**src/rtl/uart_sram_pkg.sv**
```systemverilog
// Shared types and constants for the UART-to-SRAM bridge.
package uart_sram_pkg;

  typedef enum logic [3:0] {
    IDLE,
    ADDR,
    WDATA,
    WSTROBE,
    ACK,
    RSTROBE,
    RWAIT,
    RSEND,
    NAK
  } state_t;

  localparam logic [7:0] ACK_BYTE = 8'hA5;
  localparam logic [7:0] NAK_BYTE = 8'h5A;

  // Command byte layout
  localparam int unsigned CMD_WR_BIT = 7;
  localparam int unsigned CMD_RSV_HI = 6;
  localparam int unsigned CMD_RSV_LO = 4;
  localparam int unsigned CMD_LEN_HI = 3;
  localparam int unsigned CMD_LEN_LO = 0;

endpackage

```
**src/rtl/sram_word_shifter.sv**
```systemverilog
// Byte-to-word packer and word-to-byte unpacker, MSB first.
module sram_word_shifter #(
  parameter int DATA_W = 32
) (
  input  logic              clk,
  input  logic              rst_n,
  input  logic              shift_in,
  input  logic [7:0]        byte_in,
  input  logic              load,
  input  logic [DATA_W-1:0] word_in,
  input  logic              shift_out,
  output logic [DATA_W-1:0] word,
  output logic [7:0]        byte_out
);

  // Word register: parallel load for reads, shift in/out a byte at a time
  always_ff @(posedge clk or negedge rst_n) begin
    if (!rst_n)         word <= '0;
    else if (load)      word <= word_in;
    else if (shift_in)  word <= (word << 8) | DATA_W'(byte_in);
    else if (shift_out) word <= word << 8;
  end

  assign byte_out = word[DATA_W-1 -: 8];

endmodule

```
**src/rtl/uart_sram_bridge.sv**
```systemverilog
// Command bridge between a byte-wide UART link and a synchronous SRAM.
module uart_sram_bridge
  import uart_sram_pkg::*;
#(
  parameter int DATA_W      = 32,
  parameter int ADDR_W      = 4,
  parameter int READ_LAT    = 1,
  parameter int TIMEOUT_CYC = 1_000_000
) (
  input  logic              clk,
  input  logic              rst_n,
  input  logic [7:0]        rx_data,
  input  logic              rx_valid,
  output logic              rx_ready,
  output logic [7:0]        tx_data,
  output logic              tx_valid,
  input  logic              tx_ready,
  output logic              csb_n,
  output logic              we_n,
  output logic [ADDR_W-1:0] sram_addr,
  output logic [DATA_W-1:0] sram_din,
  input  logic [DATA_W-1:0] sram_dout,
  output logic              busy,
  output logic              err_pulse
);

  localparam int          ADDR_BYTES = (ADDR_W + 7) / 8;
  localparam int unsigned TW         = $clog2(TIMEOUT_CYC + 1);
  localparam logic [2:0]  BYTE_LAST  = 3'(DATA_W / 8 - 1);
  localparam logic        ABYTE_LAST = 1'(ADDR_BYTES - 1);
  localparam logic [1:0]  LAT_LAST   = 2'(READ_LAT);
  localparam logic [TW-1:0] TMO_LAST = TW'(TIMEOUT_CYC - 1);

  state_t            state, state_nxt;
  logic              alive;
  logic              wr;
  logic [3:0]        len_m1;
  logic [ADDR_W-1:0] addr;
  logic              abyte_cnt;
  logic [2:0]        byte_cnt;
  logic [3:0]        word_cnt;
  logic [1:0]        lat_cnt;
  logic [TW-1:0]     tmo_cnt;
  logic              rx_fire, tx_fire, tmo_hit, timeout, bad_cmd;
  logic              sh_in, sh_load, sh_out;
  logic [7:0]        byte_out;

  sram_word_shifter #(.DATA_W(DATA_W)) u_shifter (
    .clk       (clk),
    .rst_n     (rst_n),
    .shift_in  (sh_in),
    .byte_in   (rx_data),
    .load      (sh_load),
    .word_in   (sram_dout),
    .shift_out (sh_out),
    .word      (sram_din),
    .byte_out  (byte_out)
  );

  // State register
  always_ff @(posedge clk or negedge rst_n) begin
    if (!rst_n) state <= IDLE;
    else        state <= state_nxt;
  end

  // Outputs decoded from state, then next-state selection
  always_comb begin
    rx_ready  = 1'b0;
    tx_valid  = 1'b0;
    tx_data   = '0;
    csb_n     = 1'b1;
    we_n      = 1'b1;
    case (state)
      IDLE, ADDR, WDATA: rx_ready = alive;
      WSTROBE: begin csb_n = 1'b0; we_n = 1'b0; end
      RSTROBE: csb_n = 1'b0;
      ACK:     begin tx_valid = 1'b1; tx_data = ACK_BYTE; end
      NAK:     begin tx_valid = 1'b1; tx_data = NAK_BYTE; end
      RSEND:   begin tx_valid = 1'b1; tx_data = byte_out; end
      default: ;
    endcase

    rx_fire   = rx_valid && rx_ready;
    tx_fire   = tx_valid && tx_ready;
    tmo_hit   = (tmo_cnt == TMO_LAST);
    timeout   = 1'b0;
    bad_cmd   = 1'b0;
    state_nxt = state;
    case (state)
      IDLE: if (rx_fire) begin
        if (rx_data[CMD_RSV_HI:CMD_RSV_LO] != '0) begin
          bad_cmd   = 1'b1;
          state_nxt = NAK;
        end else begin
          state_nxt = ADDR;
        end
      end
      ADDR: begin
        if (rx_fire) begin
          if (abyte_cnt == ABYTE_LAST) state_nxt = wr ? WDATA : RSTROBE;
        end else if (tmo_hit) begin
          timeout   = 1'b1;
          state_nxt = IDLE;
        end
      end
      WDATA: begin
        if (rx_fire) begin
          if (byte_cnt == BYTE_LAST) state_nxt = WSTROBE;
        end else if (tmo_hit) begin
          timeout   = 1'b1;
          state_nxt = IDLE;
        end
      end
      WSTROBE: state_nxt = (word_cnt == len_m1) ? ACK : WDATA;
      ACK, NAK: if (tx_fire) state_nxt = IDLE;
      RSTROBE:  state_nxt = RWAIT;
      RWAIT:    if (lat_cnt == LAT_LAST) state_nxt = RSEND;
      RSEND: if (tx_fire && byte_cnt == BYTE_LAST)
        state_nxt = (word_cnt == len_m1) ? IDLE : RSTROBE;
      default: state_nxt = IDLE;
    endcase

    sh_in   = (state == WDATA) && rx_fire;
    sh_load = (state == RWAIT) && (lat_cnt == LAT_LAST);
    sh_out  = (state == RSEND) && tx_fire;
  end

  // Frame bookkeeping: command fields, address, byte/word/latency/idle counters
  always_ff @(posedge clk or negedge rst_n) begin
    if (!rst_n) begin
      alive     <= 1'b0;
      wr        <= 1'b0;
      len_m1    <= '0;
      addr      <= '0;
      abyte_cnt <= '0;
      byte_cnt  <= '0;
      word_cnt  <= '0;
      lat_cnt   <= '0;
      tmo_cnt   <= '0;
      err_pulse <= 1'b0;
    end else begin
      alive     <= 1'b1;
      err_pulse <= bad_cmd || timeout;
      if ((state == ADDR || state == WDATA) && !rx_fire && !timeout)
        tmo_cnt <= tmo_cnt + 1'b1;
      else
        tmo_cnt <= '0;
      case (state)
        IDLE: if (rx_fire) begin
          wr        <= rx_data[CMD_WR_BIT];
          len_m1    <= rx_data[CMD_LEN_HI:CMD_LEN_LO];
          abyte_cnt <= '0;
          byte_cnt  <= '0;
          word_cnt  <= '0;
        end
        // Shifting whole bytes in and truncating keeps exactly the low ADDR_W bits
        ADDR: if (rx_fire) begin
          addr      <= ADDR_W'({addr, rx_data});
          abyte_cnt <= abyte_cnt + 1'b1;
        end
        WDATA: if (rx_fire) byte_cnt <= (byte_cnt == BYTE_LAST) ? '0 : byte_cnt + 1'b1;
        WSTROBE: begin
          addr     <= addr + 1'b1;
          word_cnt <= word_cnt + 1'b1;
        end
        RSTROBE: begin
          addr    <= addr + 1'b1;
          lat_cnt <= 2'd1;
        end
        RWAIT: lat_cnt <= lat_cnt + 1'b1;
        RSEND: if (tx_fire) begin
          if (byte_cnt == BYTE_LAST) begin
            byte_cnt <= '0;
            word_cnt <= word_cnt + 1'b1;
          end else begin
            byte_cnt <= byte_cnt + 1'b1;
          end
        end
        default: ;
      endcase
    end
  end

  assign sram_addr = addr;
  assign busy      = (state != IDLE);

endmodule

```
**config.mk**
```make
export PLATFORM = sky130hd
export DESIGN_NAME = uart_sram_bridge
export DESIGN_NICKNAME = d
export VERILOG_FILES = /design/src/rtl/uart_sram_pkg.sv /design/src/rtl/sram_word_shifter.sv /design/src/rtl/uart_sram_bridge.sv
export SDC_FILE = /design/constraint.sdc
export NUM_CORES = 1
export LEC_CHECK = 0
export CORE_MARGIN = 10
export CORE_UTILIZATION = 45
export CTS_CLUSTER_SIZE = 28
export DETAILED_ROUTE_END_ITERATION = 16
export PLACE_DENSITY = 0.76
export SYNTH_ARGS = -nofsm -noshare
export SYNTH_HDL_FRONTEND = slang
export SYNTH_SLANG_ARGS = --single-unit
export TNS_END_PERCENT = 5
```
**constraint.sdc**
```tcl
create_clock -name clk -period 1.75 [get_ports clk]
set_clock_uncertainty 0.2 [all_clocks]
set_input_delay 0.35 -clock clk [delete_from_list [all_inputs] [get_ports clk]]
set_output_delay 0.35 -clock clk [all_outputs]
set_load 0.005 [all_outputs]
```
==> results.sh, run 1 <==
export IMPL_synth_seq_area_share_pct=47.8
export IMPL_final_cells=719
export IMPL_grt_max_degree=38
export IMPL_rows=34
export IMPL_syn_to_final_growth_pct=53.8
export IMPL_routed_wl_mm=12.9
export IMPL_clk_path_buf_depth=2
export IMPL_die_height_um=115
export IMPL_path_delay_family="buffers and inverters"
export IMPL_crit_fanout=8
export IMPL_max_stage_delay_ps=420
export IMPL_crit_chain="buf_6 > buf_6 > nand2_2 > nor2_1 > buf_4 > buf_4 > a21oi_4 > buf_12 > clkbuf_16 > mux2i_1 > o21ai_1"
export IMPL_finalHoldViolCount=0
export IMPL_synthFlopType="dfrtp_1"
export IMPL_track_usage_pct=19.6
export IMPL_synth_common_cells="dfrtp_1, nand2_1, nor2_1"
export IMPL_grt_pass1_wl_mm=20.7
export IMPL_syn_mean_instance_area_um2=9.39
export IMPL_worst_hold_path_type="primary input to asynchronous set/reset pin"
export IMPL_rsz0062_at_grt="yes"
export IMPL_worstPathRequired_ps=1810
export IMPL_finalCritPeriodShare_pct=125
export IMPL_grt_ovfl_total=0
export IMPL_irDropWorstVdd_mv=0.662
export IMPL_tns_ps=-21290
export IMPL_fin_crit_ps=2190
export IMPL_gp_congestion=0.965
export IMPL_vias_per_cell=5.47
export IMPL_pre_cts_slack_ps=-539
export IMPL_dpl_hpwl_mm=9.18
export IMPL_synth_top_area_cell="dfrtp_1"
export IMPL_worstReg2RegEnd="u_shifter.word[16]"
export IMPL_synth_most_common_cell="dfrtp_1"
export IMPL_clk_latency_ps=360
export IMPL_dieArea_mm2=0.0131
export IMPL_syn_nets=478
export IMPL_status="complete, but fails checks"
export IMPL_cts_sinks=77
export IMPL_drt_iter0_markers=274
export IMPL_timing_fmax_mhz=456
export IMPL_finalNetCount=655
export IMPL_worstPathArrival_ps=2250
export IMPL_final_cell_area_mm2=0.00619
export IMPL_ys_seq_elements=77
export IMPL_antenna_found_initial=0
export IMPL_netlist_area_leader_share_pct=47.8
export IMPL_r2r_cells=11
export IMPL_synth_area_mm2=0.00403
export IMPL_cts_buffers=9
export IMPL_maxCapViolations=0
export IMPL_vias=3932
export IMPL_crit_buf_inv=6
export IMPL_layout_drive_gt1_share_pct=27.8
export IMPL_port_buffers=93
export IMPL_crit_path_end_kind="flip-flop"
export IMPL_htreeDepth=3
export IMPL_ant_nets=0
export IMPL_violations="negative setup slack"
export IMPL_cp_start_kind="flip-flop"
export IMPL_cpMaxStageDelayCell="dfrtp_1"
export IMPL_synth_warning_count=0
export IMPL_r2r_start="state[0]"
export IMPL_rrSetupSlack_ps=-440
export IMPL_worstSetupPathType="flip-flop to flip-flop"
export IMPL_dr_pass1_iters=4
export IMPL_report_final_slew_viol_count=0
export IMPL_synthTopCellsByArea="dfrtp_1, nand2_1, mux2i_1, xor2_1, nor2_1"
export IMPL_grt_pass1_vias=4222
export IMPL_power_leakage_nw=3.15
export IMPL_synthArstFlopShare_pct=100
export IMPL_wl_per_cell_um=17.9
export IMPL_dieWidth_um=115
export IMPL_diodes=0
export IMPL_dp_cells=683
export IMPL_finalSetupViolations=86
export IMPL_cts_root_buffer_cell="clkbuf_8"
export IMPL_placed_area_mm2=0.00560
export IMPL_utilization_pct=71.0
export IMPL_pwr_density_cell_mw_per_mm2=1290
export IMPL_drc=0
export IMPL_io_pins=94
export IMPL_synthCells=429
export IMPL_clk_pin_slew_ps=90
export IMPL_synth_edff_count=0
export IMPL_ys_types=50
export IMPL_start_util_pct=46.2
export IMPL_coreArea_mm2=0.00872
export IMPL_setup_slack_ps=-443
export IMPL_tritoncts="built"
## where the power goes
group | switching [W] | leakage (nW) | internal [W] | total, W
logic | 0.00181 | 2.03 | 0.00210 | 0.00390
registers | 0.000459 | 1.02 | 0.00227 | 0.00273
clock network | 0.000682 | 0.0995 | 0.000701 | 0.00138
## logic make-up after synthesis
logic type	after synthesis	synth area share, %
fa+ha+maj	5	1.55
buf+inv	29	4.26
flops	77	47.8
mux	28	7.02
simple gates	173	19.7
compound gates	90	13.9
xor+xnor	26	5.65
other cells	1	0.0931
## cell usage in the layout (no fill, tap or decap), types with 5 or more instances in the layout
master and instances:
nand3_1 14, mux2i_1 26, inv_1 5, clkdlybuf4s50_1 42
o21ai_0 8, buf_12 7, clkbuf_8 10, dlygate4sd2_1 35
ha_1 5, nand2_2 5, a22oi_2 8, nand2_1 67
buf_4 73, o21ai_1 32, dfrtp_1 76, buf_6 20
a21oi_1 7, a21oi_2 5, nor2_1 38, xor2_1 20
xnor2_1 6
## routing by layer
| metal | track usage, % | wire (µm) | up-vias |
|---|---|---|---|
| met5 | 0 | 0 | - |
| met3 | 7.49 | 1120 | 33 |
| met2 | 31.1 | 6180 | 141 |
| met4 | 9.61 | 413 | 0 |
| li1 | - | - | 1836 |
| met1 | 22.7 | 5170 | 1922 |
## final cells by class
class                      count  area [µm²]
fill                         601        2530
multi-input combinational    323        2120
sequential                    77        1930
timing repair buffer         190        1790
clock buffer                  11         141
tap                          108         135
clock inverter                 5        60.1
inverter                       5        18.8
## metrics by stage
stage                     total power, W  hold WS, ps
after floorplan                  0.00424         -146
after global placement           0.00608         6.87
after detailed placement         0.00619         4.97
after CTS                        0.00775          149
after global routing             0.00852          182
final                            0.00802          161
## worst max path at each step
| stage | start | end | slack (ps) | cells past startpoint |
|---|---|---|---|---|
| floorplan | state[2] | u_shifter.word[17] | -130 | 9 |
| global placement | rx_valid | sram_addr[2] | -500 | 9 |
| detailed placement | rx_valid | sram_addr[2] | -540 | 9 |
| CTS | state[0] | tx_data[6] | -440 | 7 |
| global route | state[1] | u_shifter.word[16] | -550 | 11 |
| finish | state[0] | u_shifter.word[16] | -440 | 11 |
## sequential cells by signal, indices dropped and copies added (netlist names)
name	cells
abyte_cnt	1
alive	1
byte_cnt	3
err_pulse	1
lat_cnt	2
len_m1	4
sram_addr	4
state	4
tmo_cnt	20
u_shifter.word	32
word_cnt	4
wr	1
## what timing repair did
item | CTS | global route
hold endpoints to repair | 77 | 0
setup buffers | 11 | 5
gates resized for setup | 129 | 36
setup endpoints to repair | 122 | 88
hold buffers | 1 | 0
pin swaps | 17 | 13
cloned | 0 | 3
Power figures use the tool's default switching activity.
==> run 2, diff against run 1 <==
==> constraint.sdc (replaced) <==
create_clock -name clk -period 1.95 [get_ports clk]
set_clock_uncertainty 0.2 [all_clocks]
set_input_delay 0.39 -clock clk [delete_from_list [all_inputs] [get_ports clk]]
set_output_delay 0.39 -clock clk [all_outputs]
set_load 0.005 [all_outputs]
==> results.sh, run 2 (synthesis results as in run 1) <==
export IMPL_dieWidth_um=115
export IMPL_layout_drive_gt1_share_pct=26.9
export IMPL_crit_buf_inv=3
export IMPL_irDropWorstVdd_mv=0.756
export IMPL_rrSetupSlack_ps=-230
export IMPL_worstPathArrival_ps=2220
export IMPL_track_usage_pct=19.3
export IMPL_maxCapViolations=0
export IMPL_final_cells=711
export IMPL_multi_input_area_mm2=0.00214
export IMPL_htreeDepth=3
export IMPL_report_final_slew_viol_count=0
export IMPL_dpl_hpwl_mm=9.20
export IMPL_largest_reg_flops=32
export IMPL_gp_congestion=0.873
export IMPL_cts_sinks=77
export IMPL_finalCritPeriodShare_pct=112
export IMPL_timing_fmax_mhz=460
export IMPL_rows=34
export IMPL_coreArea_mm2=0.00872
export IMPL_utilization_pct=70.1
export IMPL_pwr_density_cell_mw_per_mm2=1170
export IMPL_rsz0062_at_grt="yes"
export IMPL_regMostFlops="u_shifter.word"
export IMPL_pre_cts_slack_ps=-424
export IMPL_route_met2_wl_mm=6.35
export IMPL_fin_crit_ps=2180
export IMPL_dr_pass1_iters=5
export IMPL_dr_wl_met3_mm=1.09
export IMPL_power_internal_w=0.00452
export IMPL_cpMaxStageDelayCell="dfrtp_2"
export IMPL_cts_root_buffer_cell="clkbuf_8"
export IMPL_finalSetupViolations=51
export IMPL_drt_iter0_markers=241
export IMPL_finalHoldViolCount=0
export IMPL_power_frac_seq_pct=35.2
export IMPL_finalNetCount=648
export IMPL_grt_pass1_vias=4037
export IMPL_swShare_pct=37.0
export IMPL_crit_path_end_kind="flip-flop"
export IMPL_cp_start_kind="flip-flop"
export IMPL_grt_ovfl_total=0
export IMPL_violations="negative setup slack"
export IMPL_max_stage_delay_ps=460
export IMPL_start_util_pct=46.2
export IMPL_wl_met1_mm=5.41
export IMPL_ant_nets=0
export IMPL_diodes=0
export IMPL_syn_to_final_growth_pct=51.7
export IMPL_grt_pass1_wl_mm=20.3
export IMPL_mostFrequentLayoutCells="clkdlybuf4s50_1, dfrtp_1, nand2_1, buf_4, nor2_1"
export IMPL_vias=3850
export IMPL_worstPathRequired_ps=1990
export IMPL_seq_area_mm2=0.00193
export IMPL_highest_layer="met4"
export IMPL_combPwrFrac_pct=50.3
export IMPL_worstSetupPathType="flip-flop to flip-flop"
export IMPL_nFillCells=645
export IMPL_status="complete, but fails checks"
export IMPL_crit_chain="buf_6 > nor2b_4 > buf_4 > and2_4 > a21oi_4 > clkbuf_16 > mux2i_1 > o21ai_1"
export IMPL_cts_buffers=9
export IMPL_crit_fanout=6
export IMPL_path_delay_family="buffers and inverters"
export IMPL_antenna_found_initial=0
export IMPL_layout_commonest_cell="clkdlybuf4s50_1"
export IMPL_power_leakage_nw=2.98
export IMPL_routed_wl_mm=13.1
export IMPL_p_sw_w=0.00265
export IMPL_clk_path_buf_depth=2
export IMPL_worst_hold_path_type="flip-flop to flip-flop"
export IMPL_clk_latency_ps=360
export IMPL_wl_per_cell_um=18.5
export IMPL_grt_max_degree=33
export IMPL_dieArea_mm2=0.0131
export IMPL_setup_slack_ps=-226
export IMPL_top_regs="u_shifter.word (32), tmo_cnt (20)"
export IMPL_io_pins=94
export IMPL_die_height_um=115
export IMPL_power_w=0.00716
export IMPL_clkPwrFrac_pct=14.6
export IMPL_dp_cells=674
export IMPL_clk_pin_slew_ps=80
export IMPL_final_cell_area_mm2=0.00611
export IMPL_drc=0
export IMPL_tritoncts="built"
export IMPL_port_buffers=93
export IMPL_vias_per_cell=5.41
export IMPL_placed_area_mm2=0.00553
==> run 2: cell count changes in the layout (fill, tap and decap cells not counted), moves of 4 or more <==
cell	previous run	this run
dlygate4sd2_1	35	1
a21oi_2	5	1
a22oi_2	8	3
a22oi_1	0	5
buf_4	73	63
buf_2	4	11
clkdlybuf4s50_1	42	75
==> run 2: worst register-to-register path: cells and delay by family (launching register included) <==
kind,cells,cell delay [ps]
and+or+nand+nor,2,270
DFF,1,460
buffers and inverters,3,520
AOI/OAI and AO/OA,2,380
muxes,1,220
==> run 2: final timing paths <==
path                                      end        start  cells past startpoint
max                        u_shifter.word[23]     state[1]                      8
min                               byte_cnt[2]  byte_cnt[2]                      1
max reg2reg                u_shifter.word[23]     state[1]                      8
min reg2reg                       byte_cnt[2]  byte_cnt[2]                      1
max in group asynchronous            state[0]        rst_n                      3
min in group asynchronous        sram_addr[1]        rst_n                      2
==> run 2: final cells by class <==
class / instances / area share, %
inverters: 5 / 0.307
flip-flops and latches: 77 / 31.6
well taps: 108 / 2.21
clock buffers: 11 / 2.15
multi-input cells: 323 / 35.0
repair buffers: 183 / 28.3
clock inverters: 4 / 0.430
==> run 2: timing repair <==
item / 4_1_cts / 5_1_grt
setup endpoints to repair: 65 / 85
buffers inserted: 16 / 3
gates resized for setup: 78 / 57
cloned: 0 / 3
hold buffers: 1 / 0
hold endpoints to repair: 30 / 0
pin swaps: 9 / 17
==> run 2: layer usage <==
| layer | GRT usage (%) | up-vias |
|---|---|---|
| met3 | 8.44 | 29 |
| met4 | 5.35 | 0 |
| met1 | 22.4 | 1858 |
| li1 | - | 1820 |
| met2 | 31.6 | 143 |
| met5 | 0 | - |
==> run 2: per-stage QoR <==
step	hold slack (ps)	setup TNS, ps
2_1_floorplan	-106	0
3_3_place_gp	158	-17130
3_5_place_dp	171	-20100
4_1_cts	307	-5080
5_1_grt	333	-8840
6_report	304	-6360
==> run 2: power groups by stage <==
stage | clock, W | combinational, W | sequential (W)
global placement | 0 | 0.00295 | 0.00249
floorplan | 0 | 0.00142 | 0.00238
global route | 0.00113 | 0.00388 | 0.00258
CTS | 0.00106 | 0.00335 | 0.00249
detailed placement | 0 | 0.00302 | 0.00250
finish | 0.00104 | 0.00360 | 0.00252
==> run 3, diff against run 2 <==
--- a/config.mk
+++ b/config.mk
@@ -5,6 +5,7 @@
 export SDC_FILE = /design/constraint.sdc
 export NUM_CORES = 1
 export LEC_CHECK = 0
+export CAP_MARGIN = 30
 export CORE_MARGIN = 10
 export CORE_UTILIZATION = 45
 export CTS_CLUSTER_SIZE = 28
==> results of run 3 <==
No change in the layout: final DEF, timing and power equal those of run 2.
